### src/rtl/route_sched.sv
// route_sched: sequencer for the intermediate-register router.
// Bulk-loads the M1 result vector (or streams GSRAM words), then walks each
// slot through the LUT stage and writes the feedback back into the same slot.
module route_sched #(
   parameter int NUM_WORDS = 10,
   parameter int ADDR_W    = 4,
   parameter int LUT_LAT   = 1,
   parameter int SRAM_LAT  = 1
) (
   input  logic              clk,
   input  logic              rst_n,
   input  logic              start,
   input  logic              src_sel,
   input  logic              abort,
   input  logic              m1_valid,
   output logic              reg_load_en,
   output logic              reg_load_sel,
   output logic [ADDR_W-1:0] addr,
   output logic              data_out_sel,
   output logic              sram_rd_en,
   output logic [ADDR_W-1:0] sram_addr,
   output logic              lut_valid,
   output logic              busy,
   output logic              done
);

   // Wait counter must hold the longest round trip (GSRAM read plus LUT).
   localparam int WCNT_W = $clog2(SRAM_LAT + LUT_LAT + 1);

   localparam logic [WCNT_W-1:0] WAIT_REG  = WCNT_W'(LUT_LAT);
   localparam logic [WCNT_W-1:0] WAIT_SRAM = WCNT_W'(SRAM_LAT + LUT_LAT);
   localparam logic [ADDR_W-1:0] LAST_IDX  = ADDR_W'(NUM_WORDS - 1);

   typedef enum logic [2:0] {
      S_IDLE,
      S_WAIT_M1,
      S_LOAD,
      S_RD,
      S_WAIT,
      S_WR,
      S_DONE
   } state_t;

   state_t              state_q, state_d;
   logic [ADDR_W-1:0]   idx_q,   idx_d;
   logic [WCNT_W-1:0]   wcnt_q,  wcnt_d;
   logic                mode_q,  mode_d;

   // State register; reset clears the run without producing a done pulse.
   always_ff @(posedge clk or negedge rst_n) begin
      if (!rst_n) begin
         state_q <= S_IDLE;
         idx_q   <= '0;
         wcnt_q  <= '0;
         mode_q  <= 1'b0;
      end else begin
         // NOTE: non-blocking so every flop samples the pre-edge value of the others.
         state_q <= state_d;
         idx_q   <= idx_d;
         wcnt_q  <= wcnt_d;
         mode_q  <= mode_d;
      end
   end

   // Next-state logic: word walk, LUT/GSRAM wait countdown, abort override.
   always_comb begin
      // NOTE: hold-current defaults first so no path leaves a signal unassigned (no latches).
      state_d = state_q;
      idx_d   = idx_q;
      wcnt_d  = wcnt_q;
      mode_d  = mode_q;

      unique case (state_q)
         S_IDLE: begin
            if (start) begin
               mode_d  = src_sel;
               idx_d   = '0;
               state_d = src_sel ? S_RD : S_WAIT_M1;
            end
         end
         S_WAIT_M1: begin
            if (m1_valid) state_d = S_LOAD;
         end
         S_LOAD: begin
            state_d = S_RD;
         end
         S_RD: begin
            wcnt_d  = mode_q ? WAIT_SRAM : WAIT_REG;
            state_d = S_WAIT;
         end
         S_WAIT: begin
            // WAIT lasts as many cycles as the value loaded in RD.
            wcnt_d = wcnt_q - WCNT_W'(1);
            if (wcnt_q == WCNT_W'(1)) state_d = S_WR;
         end
         S_WR: begin
            if (idx_q == LAST_IDX) begin
               state_d = S_DONE;
            end else begin
               idx_d   = idx_q + ADDR_W'(1);
               state_d = S_RD;
            end
         end
         S_DONE: begin
            state_d = S_IDLE;
         end
         default: begin
            state_d = S_IDLE;
         end
      endcase

      // Abort wins over every transition but is meaningless when already idle.
      if (abort && (state_q != S_IDLE)) begin
         state_d = S_IDLE;
         idx_d   = '0;
         wcnt_d  = '0;
      end
   end

   // Moore output decode from registered state, index and mode.
   always_comb begin
      reg_load_en  = 1'b0;
      reg_load_sel = 1'b0;
      addr         = '0;
      data_out_sel = 1'b0;
      sram_rd_en   = 1'b0;
      sram_addr    = '0;
      lut_valid    = 1'b0;
      busy         = 1'b0;
      done         = 1'b0;

      unique case (state_q)
         S_WAIT_M1: begin
            busy         = 1'b1;
            data_out_sel = mode_q;
         end
         S_LOAD: begin
            reg_load_en  = 1'b1;
            busy         = 1'b1;
            data_out_sel = mode_q;
         end
         S_RD: begin
            addr         = idx_q;
            busy         = 1'b1;
            lut_valid    = 1'b1;
            data_out_sel = mode_q;
            sram_rd_en   = mode_q;
            sram_addr    = mode_q ? idx_q : '0;
         end
         S_WAIT: begin
            addr         = idx_q;
            busy         = 1'b1;
            lut_valid    = 1'b1;
            data_out_sel = mode_q;
            sram_addr    = mode_q ? idx_q : '0;
         end
         S_WR: begin
            reg_load_en  = 1'b1;
            reg_load_sel = 1'b1;
            addr         = idx_q;
            busy         = 1'b1;
            lut_valid    = 1'b1;
            data_out_sel = mode_q;
         end
         S_DONE: begin
            done = 1'b1;
         end
         default: begin
         end
      endcase
   end

endmodule
### config.mk
export PLATFORM = sky130hd
export DESIGN_NAME = route_sched
export DESIGN_NICKNAME = d
export VERILOG_FILES = /design/src/rtl/route_sched.sv
export SDC_FILE = /design/constraint.sdc
export NUM_CORES = 1
export LEC_CHECK = 0
export ABC_CLOCK_PERIOD_IN_PS = 2100
export CORE_MARGIN = 1
export CORE_UTILIZATION = 35
export CTS_CLUSTER_SIZE = 12
export DETAILED_ROUTE_END_ITERATION = 16
export SKIP_CTS_REPAIR_TIMING = 1
export SYNTH_ARGS = -nofsm -noshare
export SYNTH_HDL_FRONTEND = slang
export SYNTH_SLANG_ARGS = --single-unit
### constraint.sdc
create_clock -name clk -period 2.1 [get_ports clk]
set_clock_uncertainty 0.15 [all_clocks]
set_input_delay 0.21 -clock clk [delete_from_list [all_inputs] [get_ports clk]]
set_output_delay 0.21 -clock clk [all_outputs]
set_load 0.02 [all_outputs]
# After elaboration in Yosys (flattened, before gate mapping)
# Cells that the tools add are included.
# op_classes
n_reduce_logical	12
muxes	24
eq_ne	12
addsub	2
# ops
operator	count
$mux 4	6
$pmux 3 s6	1
$mux 3	5
$ne 3x3->1 const B	4
$eq 3x3->1 const B	3
$reduce_bool 3->1	3
$pmux 4 s2	1
$mux 1	7
$eq 3x2->1 const B	2
$mux 2	3
$reduce_and 3->1	2
$reduce_or 5->1	1
$add 4x1->4 const B	1
$eq 4x4->1 const B	1
$pmux 2 s2	1
$reduce_or 2->1	2
$eq 3x1->1 const B	1
$logic_not 3->1	1
$reduce_or 3->1	1
$eq 2x1->1 const B	1
$reduce_and 2->1	1
$sub 2x1->2 const B	1
$logic_and 1x1->1	1
# totals
register_bits	10
inputBits	6

# Longest topological paths before layout
# Gate-level depths: netlist of the first run.
# depth
word_depth	4
ltp_mapped	6
depth_no_buf	6

# Worst setup path before layout of the first run
# OpenSTA, ideal clock, no wires.
# synth_timing
path_kind	reg2out
startpoint	register state_q[1]
endpoint	output port data_out_sel
required_time_ns	1.740
arrival_ns	1.248
slack_ns	0.492
path_stages_with_launch	4
cell_sequence	dfrtp_1 -> buf_2 -> a21oi_1 -> and2_1
# synth_between
elab_chain_len	3
elab_cells_between_ends	7
# synth_rtl
item	line	text
start: declaration	44	state_t state_q, state_d;
start signal: assignment	58	state_q <= state_d;
$eq 3x3->1 (tied with other cells)	132	unique case (state_q)
$reduce_or 5->1 (no line) *	--	
$mux 1 *	132	
end: declaration	19	output logic data_out_sel,
# Every way passes the cells marked *; elsewhere a longest branch is shown, timed or not.

# Worst setup path after layout of the first run
# layout_timing
startpoint	register state_q[1]
endpoint	output port done
# layout_between
elab_chain_len	2
# layout_rtl
item	line	text
$eq 3x3->1	132	
$mux 1	132	
end: declaration	24	output logic done
# No other way between the ends.

==> results.sh, run 1 <==
export IMPL_slew_headroom_pct=67.00
export IMPL_powerDensity_mw_per_mm2=1058
export IMPL_ant_nets=0
export IMPL_synthArstFlopShare_pct=100.0
export IMPL_r2r_end="idx_q[0]$_DFFE_PN0P_"
export IMPL_p_leak_nw=0.7081
export IMPL_overflow=0
export IMPL_slowest_delay_ns=0.60
export IMPL_finalSetupViolations=0
export IMPL_netlist_area_um2=797.0
export IMPL_first_global_vias=747
export IMPL_clkSinkCount=10
export IMPL_htree_levels=1
export IMPL_synth_warnings=0
export IMPL_syn_to_final_growth_pct=39.09
export IMPL_vias_per_cell=5.496
export IMPL_dp_worst_setup_slack_ns=0.09602
export IMPL_hpwl_mm=1.578
export IMPL_fin_nets=125
export IMPL_finalCritPeriodShare_pct=94.30
export IMPL_synth_area_leaders="dfrtp_1 (31%), ha_1 (4.7%), a21oi_1 (4.4%), nand2_1 (4.2%), nand2b_4 (3.5%)"
export IMPL_grt_setup_unrepaired="false"
export IMPL_tightest_slew_ns=0.4935
export IMPL_r2r_cells=5
export IMPL_routedWlPerCell_um=14.62
export IMPL_synth_top_cell_area_share_pct=31.40
export IMPL_die_area_mm2=0.002472
export IMPL_finalSetupTns_ns=0
export IMPL_worst_path_max_fanout=10
export IMPL_ir_drop_uv=868.4
export IMPL_yosys_most_used_dff="dfrtp_1"
export IMPL_hold_class="in2async"
export IMPL_synth_area_per_cell_um2=8.856
export IMPL_ios=21
export IMPL_synth_largest_area_cell="dfrtp_1"
export IMPL_dieHeight_um=49.72
export IMPL_cts_tree="yes"
export IMPL_grt_pass1_wl_mm=3.594
export IMPL_antenna_found_initial=0
export IMPL_via_count=775
export IMPL_dr_first_iter_drc_count=16
export IMPL_critPathLaunchType="flop"
export IMPL_cts_buffers=3
export IMPL_worstPathRequired_ns=1.74
export IMPL_coreArea_mm2=0.002042
export IMPL_cp_cell_sequence="inv_2 -> buf_4 -> nor2_1 -> clkdlybuf4s50_1"
export IMPL_place_gp_congestion=0.8266
export IMPL_cts_root_buffer="clkbuf_4"
export IMPL_drive_gt1_share_pct=19.30
export IMPL_fmax_mhz=505.0
export IMPL_worstSetupPathType="reg2out"
export IMPL_die_w_um=49.72
export IMPL_cp_slowest_cell="clkdlybuf4s50_1"
export IMPL_clkSlewWorstSetupHoldPaths_ns=0.06
export IMPL_drv_slew=0
export IMPL_start_util_pct=39.03
export IMPL_synthTopCellsByCount="dfrtp_1 (10), nand2_1 (9), a21oi_1 (7)"
export IMPL_finalHoldViolCount=0
export IMPL_row_count=16
export IMPL_end_kind="output port"
export IMPL_insertedDiodeCount=0
export IMPL_synth_cells=90
export IMPL_synthDistinctLibCells=40
export IMPL_worst_ep_arrival_time_ns=1.62
export IMPL_setup_ws_ns=0.1197
export IMPL_totalWireLength_mm=2.062
export IMPL_rrSetupSlack_ns=0.43
export IMPL_grt_max_degree=11
export IMPL_port_buffers=20
export IMPL_synth_nets=99
export IMPL_yosysMostFrequentCell="dfrtp_1"
export IMPL_seq_area_frac_synth_pct=31.40
export IMPL_drc=0
export IMPL_synth_edff_count=0
export IMPL_reg2reg_from="idx_q[0]$_DFFE_PN0P_"
export IMPL_clk_latency_ns=0.26
export IMPL_clockBufferDepth=2
export IMPL_firstDrtPassIters=4
export IMPL_ys_seq_elements=10
export IMPL_finalCriticalPeriod_ns=1.980
export IMPL_status="completed"
export IMPL_track_usage_pct=19.29
export IMPL_cap_violations=0
layout make-up:
class	instances	area (µm²)
Tap cell	27	33.78
Fill cell	209	933.4
Timing Repair Buffer	27	287.8
Sequential cell	10	251.5
Multi-Input combinational cell	69	494.2
Clock buffer	3	22.52
Inverter	5	18.77
where the power goes:
| part | switching (mW) | internal [mW] |
|---|---|---|
| Sequential | 0.0792 | 0.247 |
| Clock | 0.0608 | 0.0659 |
| Combinational | 0.375 | 0.345 |
| Total | 0.515 | 0.658 |
worst max path at each step:
| stage | slack [ns] | to | startpoint | depth (start not counted) |
|---|---|---|---|---|
| after floorplan | 0.49 | data_out_sel | state_q[1]$_DFFE_PN0P_ | 3 |
| after global placement | 0.15 | sram_addr[1] | state_q[1]$_DFFE_PN0P_ | 4 |
| after detailed placement | 0.1 | sram_addr[2] | state_q[1]$_DFFE_PN0P_ | 4 |
| after CTS | -0.19 | sram_addr[2] | state_q[1]$_DFFE_PN0P_ | 4 |
| after global routing | 0.02 | done | state_q[1]$_DFFE_PN0P_ | 4 |
| final | 0.12 | done | state_q[1]$_DFFE_PN0P_ | 4 |
state kept, by name, summed over array words and instances (netlist names):
register	count
mode_q	1
wcnt_q	2
state_q	3
idx_q	4
stage by stage:
step,std cells,total power [mW],cell area [µm²],utilization [%],hold slack (ns)
floorplan,90,0.8031,797.0,-,-0.2356
global placement,138,1.050,1046,51.23,0.4245
detailed placement,138,1.054,1046,51.23,0.4283
CTS,141,1.189,1069,52.33,0.1386
global route,141,1.282,1109,54.29,0.1587
finish,141,1.173,1109,54.29,0.1294
placed cells by master (no fill, tap or decap), types with 2 or more instances in the layout:
cell / n
dfrtp_1: 9
a21o_1: 2
and3_1: 4
dlymetal6s2s_1: 14
nand4_1: 3
a21oi_1: 7
buf_4: 7
clkdlybuf4s50_1: 6
o21ai_0: 2
nand3_1: 2
a2bb2oi_1: 2
nand2b_4: 2
clkbuf_4: 3
ha_1: 3
inv_1: 4
o311ai_1: 2
nand2_1: 9
mux2i_1: 2
and2_1: 4
nor2_1: 6
kinds of logic (layout without fill, tap and decap cells):
group | after synthesis | after routing | share of synthesized area, %
muxes | 3 | 3 | 3.925
AOI/OAI and AO/OA | 24 | 24 | 22.61
DFF | 10 | 10 | 31.40
adders and majority gates | 4 | 4 | 5.966
buffers and inverters | 11 | 35 | 7.063
and+or+nand+nor | 38 | 38 | 29.04
critical path, delay by kind of cell (launching register included):
kind                   cells  cell delay [ns]
and+or+nand+nor            1             0.09
DFF                        1             0.47
buffers and inverters      3             0.80
per-layer routing:
layer | GRT usage [%] | wire length, µm | vias to the layer above | part of all wire (%)
met5 | 0 | 0 | - | 0
met4 | 2.857 | 10 | 0 | 0.48
met3 | 5.556 | 92 | 2 | 4.5
met2 | 30.63 | 963 | 22 | 47
met1 | 26.23 | 995 | 371 | 48
li1 | - | - | 380 | -
Power figures use the tool's default switching activity.
==> run 2, diff against run 1 <==
SLEW_MARGIN = 0   (was not set)
==> results of run 2 <==
The final DEF is identical to that of run 1; final timing and power are the same.
==> run 3, diff against run 2 <==
ABC_AREA = 1   (was not set)
CORE_UTILIZATION = 46   (was 35)
PLACE_DENSITY = 0.77   (was not set)
==> run 3 against run 2 <==
Compared with the run above:
- sequential cell count did not move
- utilization rose by 16 points
- combinational power rose by 8.5%
- routed wire length fell by 7.3%
- clock power rose by 3%
- count of clock-buffer cells in the layout did not move
- register-to-register slack improved by 0.13 ns
- critical endpoint unchanged
==> results.sh, run 3 <==
export IMPL_slowest_delay_ns=0.60
export IMPL_insertedDiodeCount=0
export IMPL_cts_root_buffer="clkbuf_4"
export IMPL_totalWireLength_mm=1.911
export IMPL_final_common_cell="nand2_1"
export IMPL_top_regs="idx_q: 4 flops, state_q: 3 flops, wcnt_q: 2 flops"
export IMPL_finalCriticalPeriod_ns=1.992
export IMPL_cap_violations=0
export IMPL_place_gp_congestion=0.8834
export IMPL_stdcell_area_mm2=0.001072
export IMPL_synth_top_cell_area_share_pct=32.84
export IMPL_drv_slew=0
export IMPL_rrSetupSlack_ns=0.56
export IMPL_seqPwrFrac_pct=26.9
export IMPL_die_area_mm2=0.001823
export IMPL_vias_per_cell=5.237
export IMPL_synth_nets=123
export IMPL_clkSlewWorstSetupHoldPaths_ns=0.06
export IMPL_synthDistinctLibCells=20
export IMPL_hold_class="in2async"
export IMPL_hpwl_mm=1.471
export IMPL_synth_cells=114
export IMPL_finalSetupViolations=0
export IMPL_r2r_cells=8
export IMPL_internal_power_mw=0.6280
export IMPL_via_count=817
export IMPL_cts_buffers=3
export IMPL_p_leak_nw=0.7542
export IMPL_synthTopCellsByCount="nand2_1 (27), nor2_1 (19), inv_1 (16)"
export IMPL_powerDensity_mw_per_mm2=1164
export IMPL_fin_nets=151
export IMPL_slew_headroom_pct=67.77
export IMPL_r2r_end="state_q[0]$_DFFE_PN0P_"
export IMPL_dr_first_iter_drc_count=34
export IMPL_comb_power_share_pct=62.6
export IMPL_swShare_pct=49.67
export IMPL_finalCritPeriodShare_pct=94.85
export IMPL_die_w_um=42.70
export IMPL_first_global_vias=729
export IMPL_place_area_mm2=0.001001
export IMPL_fin_util_pct=70.36
export IMPL_drive_gt1_share_pct=17.14
export IMPL_netlist_area_um2=762.0
export IMPL_clockBufferDepth=2
export IMPL_worstSetupPathType="reg2out"
export IMPL_seq_area_frac_synth_pct=32.84
export IMPL_cp_slowest_cell="clkdlybuf4s50_1"
export IMPL_final_cell_mix="nand2_1 (26), nor2_1 (18), inv_1 (16)"
export IMPL_whs_ns=0.1190
export IMPL_fin_cells=156
export IMPL_critPathLaunchType="flop"
export IMPL_row_count=14
export IMPL_synth_edff_count=0
export IMPL_synth_largest_area_cell="dfrtp_1"
export IMPL_drc=0
export IMPL_yosys_most_used_dff="dfrtp_1"
export IMPL_ir_drop_uv=836.7
export IMPL_top_register="idx_q"
export IMPL_synth_area_per_cell_um2=6.684
export IMPL_clk_latency_ns=0.27
export IMPL_worst_ep_arrival_time_ns=1.63
export IMPL_cp_cell_sequence="buf_4 -> nand2_1 -> nor2_1 -> clkdlybuf4s50_1"
export IMPL_ant_nets=0
export IMPL_routedWlPerCell_um=12.25
export IMPL_synth_warnings=0
export IMPL_overflow=0
export IMPL_ys_seq_elements=10
export IMPL_dieHeight_um=42.70
export IMPL_tightest_slew_ns=0.4819
export IMPL_grt_setup_unrepaired="false"
export IMPL_reg2reg_from="state_q[1]$_DFFE_PN0P_"
export IMPL_finalHoldViolCount=0
export IMPL_cts_tree="yes"
export IMPL_syn_to_final_growth_pct=40.72
export IMPL_largest_reg_flops=4
export IMPL_status="completed"
export IMPL_grt_pass1_wl_mm=3.098
export IMPL_track_usage_pct=22.95
export IMPL_coreArea_mm2=0.001524
export IMPL_fmax_mhz=502.0
export IMPL_firstDrtPassIters=4
export IMPL_end_kind="output port"
export IMPL_synth_area_leaders="dfrtp_1 (33%), nand2_1 (13%), nor2_1 (9.4%), nand3_1 (8.5%), inv_1 (7.9%)"
export IMPL_port_buffers=20
export IMPL_worst_path_max_fanout=4
export IMPL_grt_max_degree=12
export IMPL_antenna_found_initial=0
export IMPL_synthArstFlopShare_pct=100.0
export IMPL_htree_levels=1
export IMPL_clkSinkCount=10
export IMPL_yosysMostFrequentCell="nand2_1"
export IMPL_start_util_pct=50.00
export IMPL_place_inst=153
export IMPL_timing_critical_path_from="state_q[2]$_DFFE_PN0P_"
export IMPL_worstPathRequired_ns=1.74
export IMPL_clkPwrFrac_pct=10.5
export IMPL_ios=21
export IMPL_switchingPower_mw=0.6199
-- run 3: cell types whose count changed after synthesis, moves of 6 or more --
cell and change:
nand2_1 +18, nor2_1 +13, inv_1 +12, nand3_1 +11
a21oi_1 -6, nand2_2 +6
-- run 3: area by class of cell --
cell class	count	area (µm²)
multi-input cells	85	442.9
repair buffers	24	265.3
fillers	131	451.7
flip-flops and latches	10	254.0
inverters	18	67.56
well taps	16	20.02
clock buffers	3	22.52
-- run 3: cell families (layout without fill, tap and decap cells) --
logic type | Yosys count | count (layout) | share of synthesized area [%]
AOI/OAI and AO/OA | 6 | 6 | 4.104
xor gates and xnor gates | 2 | 2 | 2.299
adders and majority gates | 3 | 3 | 4.927
buffers and inverters | 19 | 45 | 10.35
DFF | 10 | 10 | 32.84
and+or+nand+nor | 74 | 74 | 45.49
-- run 3: how the worst max path moves through the flow --
stage | to | slack [ns] | depth (start not counted)
after global placement | sram_addr[0] | 0.08 | 7
final | done | 0.11 | 4
after floorplan | addr[0] | 0.51 | 5
after CTS | sram_addr[0] | -0.28 | 7
after global routing | sram_addr[1] | 0.04 | 7
after detailed placement | sram_addr[0] | 0.02 | 7
-- run 3: power groups by stage --
stage               Combinational, mW  Sequential, mW  Clock [mW]
floorplan                       0.520           0.322           0
global placement                0.757           0.328           0
detailed placement              0.770           0.330           0
CTS                             0.777           0.329       0.132
global route                    0.870           0.345       0.142
finish                          0.781           0.336       0.131
-- run 3: stage by stage --
stage	setup slack [ns]	setup TNS [ns]	total power [mW]
after floorplan	0.5123	0	0.8417
after global placement	0.07675	0	1.085
after detailed placement	0.02053	0	1.100
after CTS	-0.2761	-2.654	1.238
after global routing	0.03697	0	1.357
final	0.1080	0	1.248
-- run 3: worst max-delay path: cells and delay by family, from the launching register on --
family	cells	cell delay (ns)
and+or+nand+nor	2	0.20
DFF	1	0.41
buffers and inverters	2	0.75
-- run 3: per-layer routing --
layer | GRT usage [%] | up-vias | part of all wire (%)
li1 | - | 410 | -
met1 | 30.35 | 372 | 43
met2 | 37.88 | 30 | 50
met3 | 2.553 | 5 | 5.0
met4 | 9.375 | 0 | 1.8
met5 | 0 | - | 0
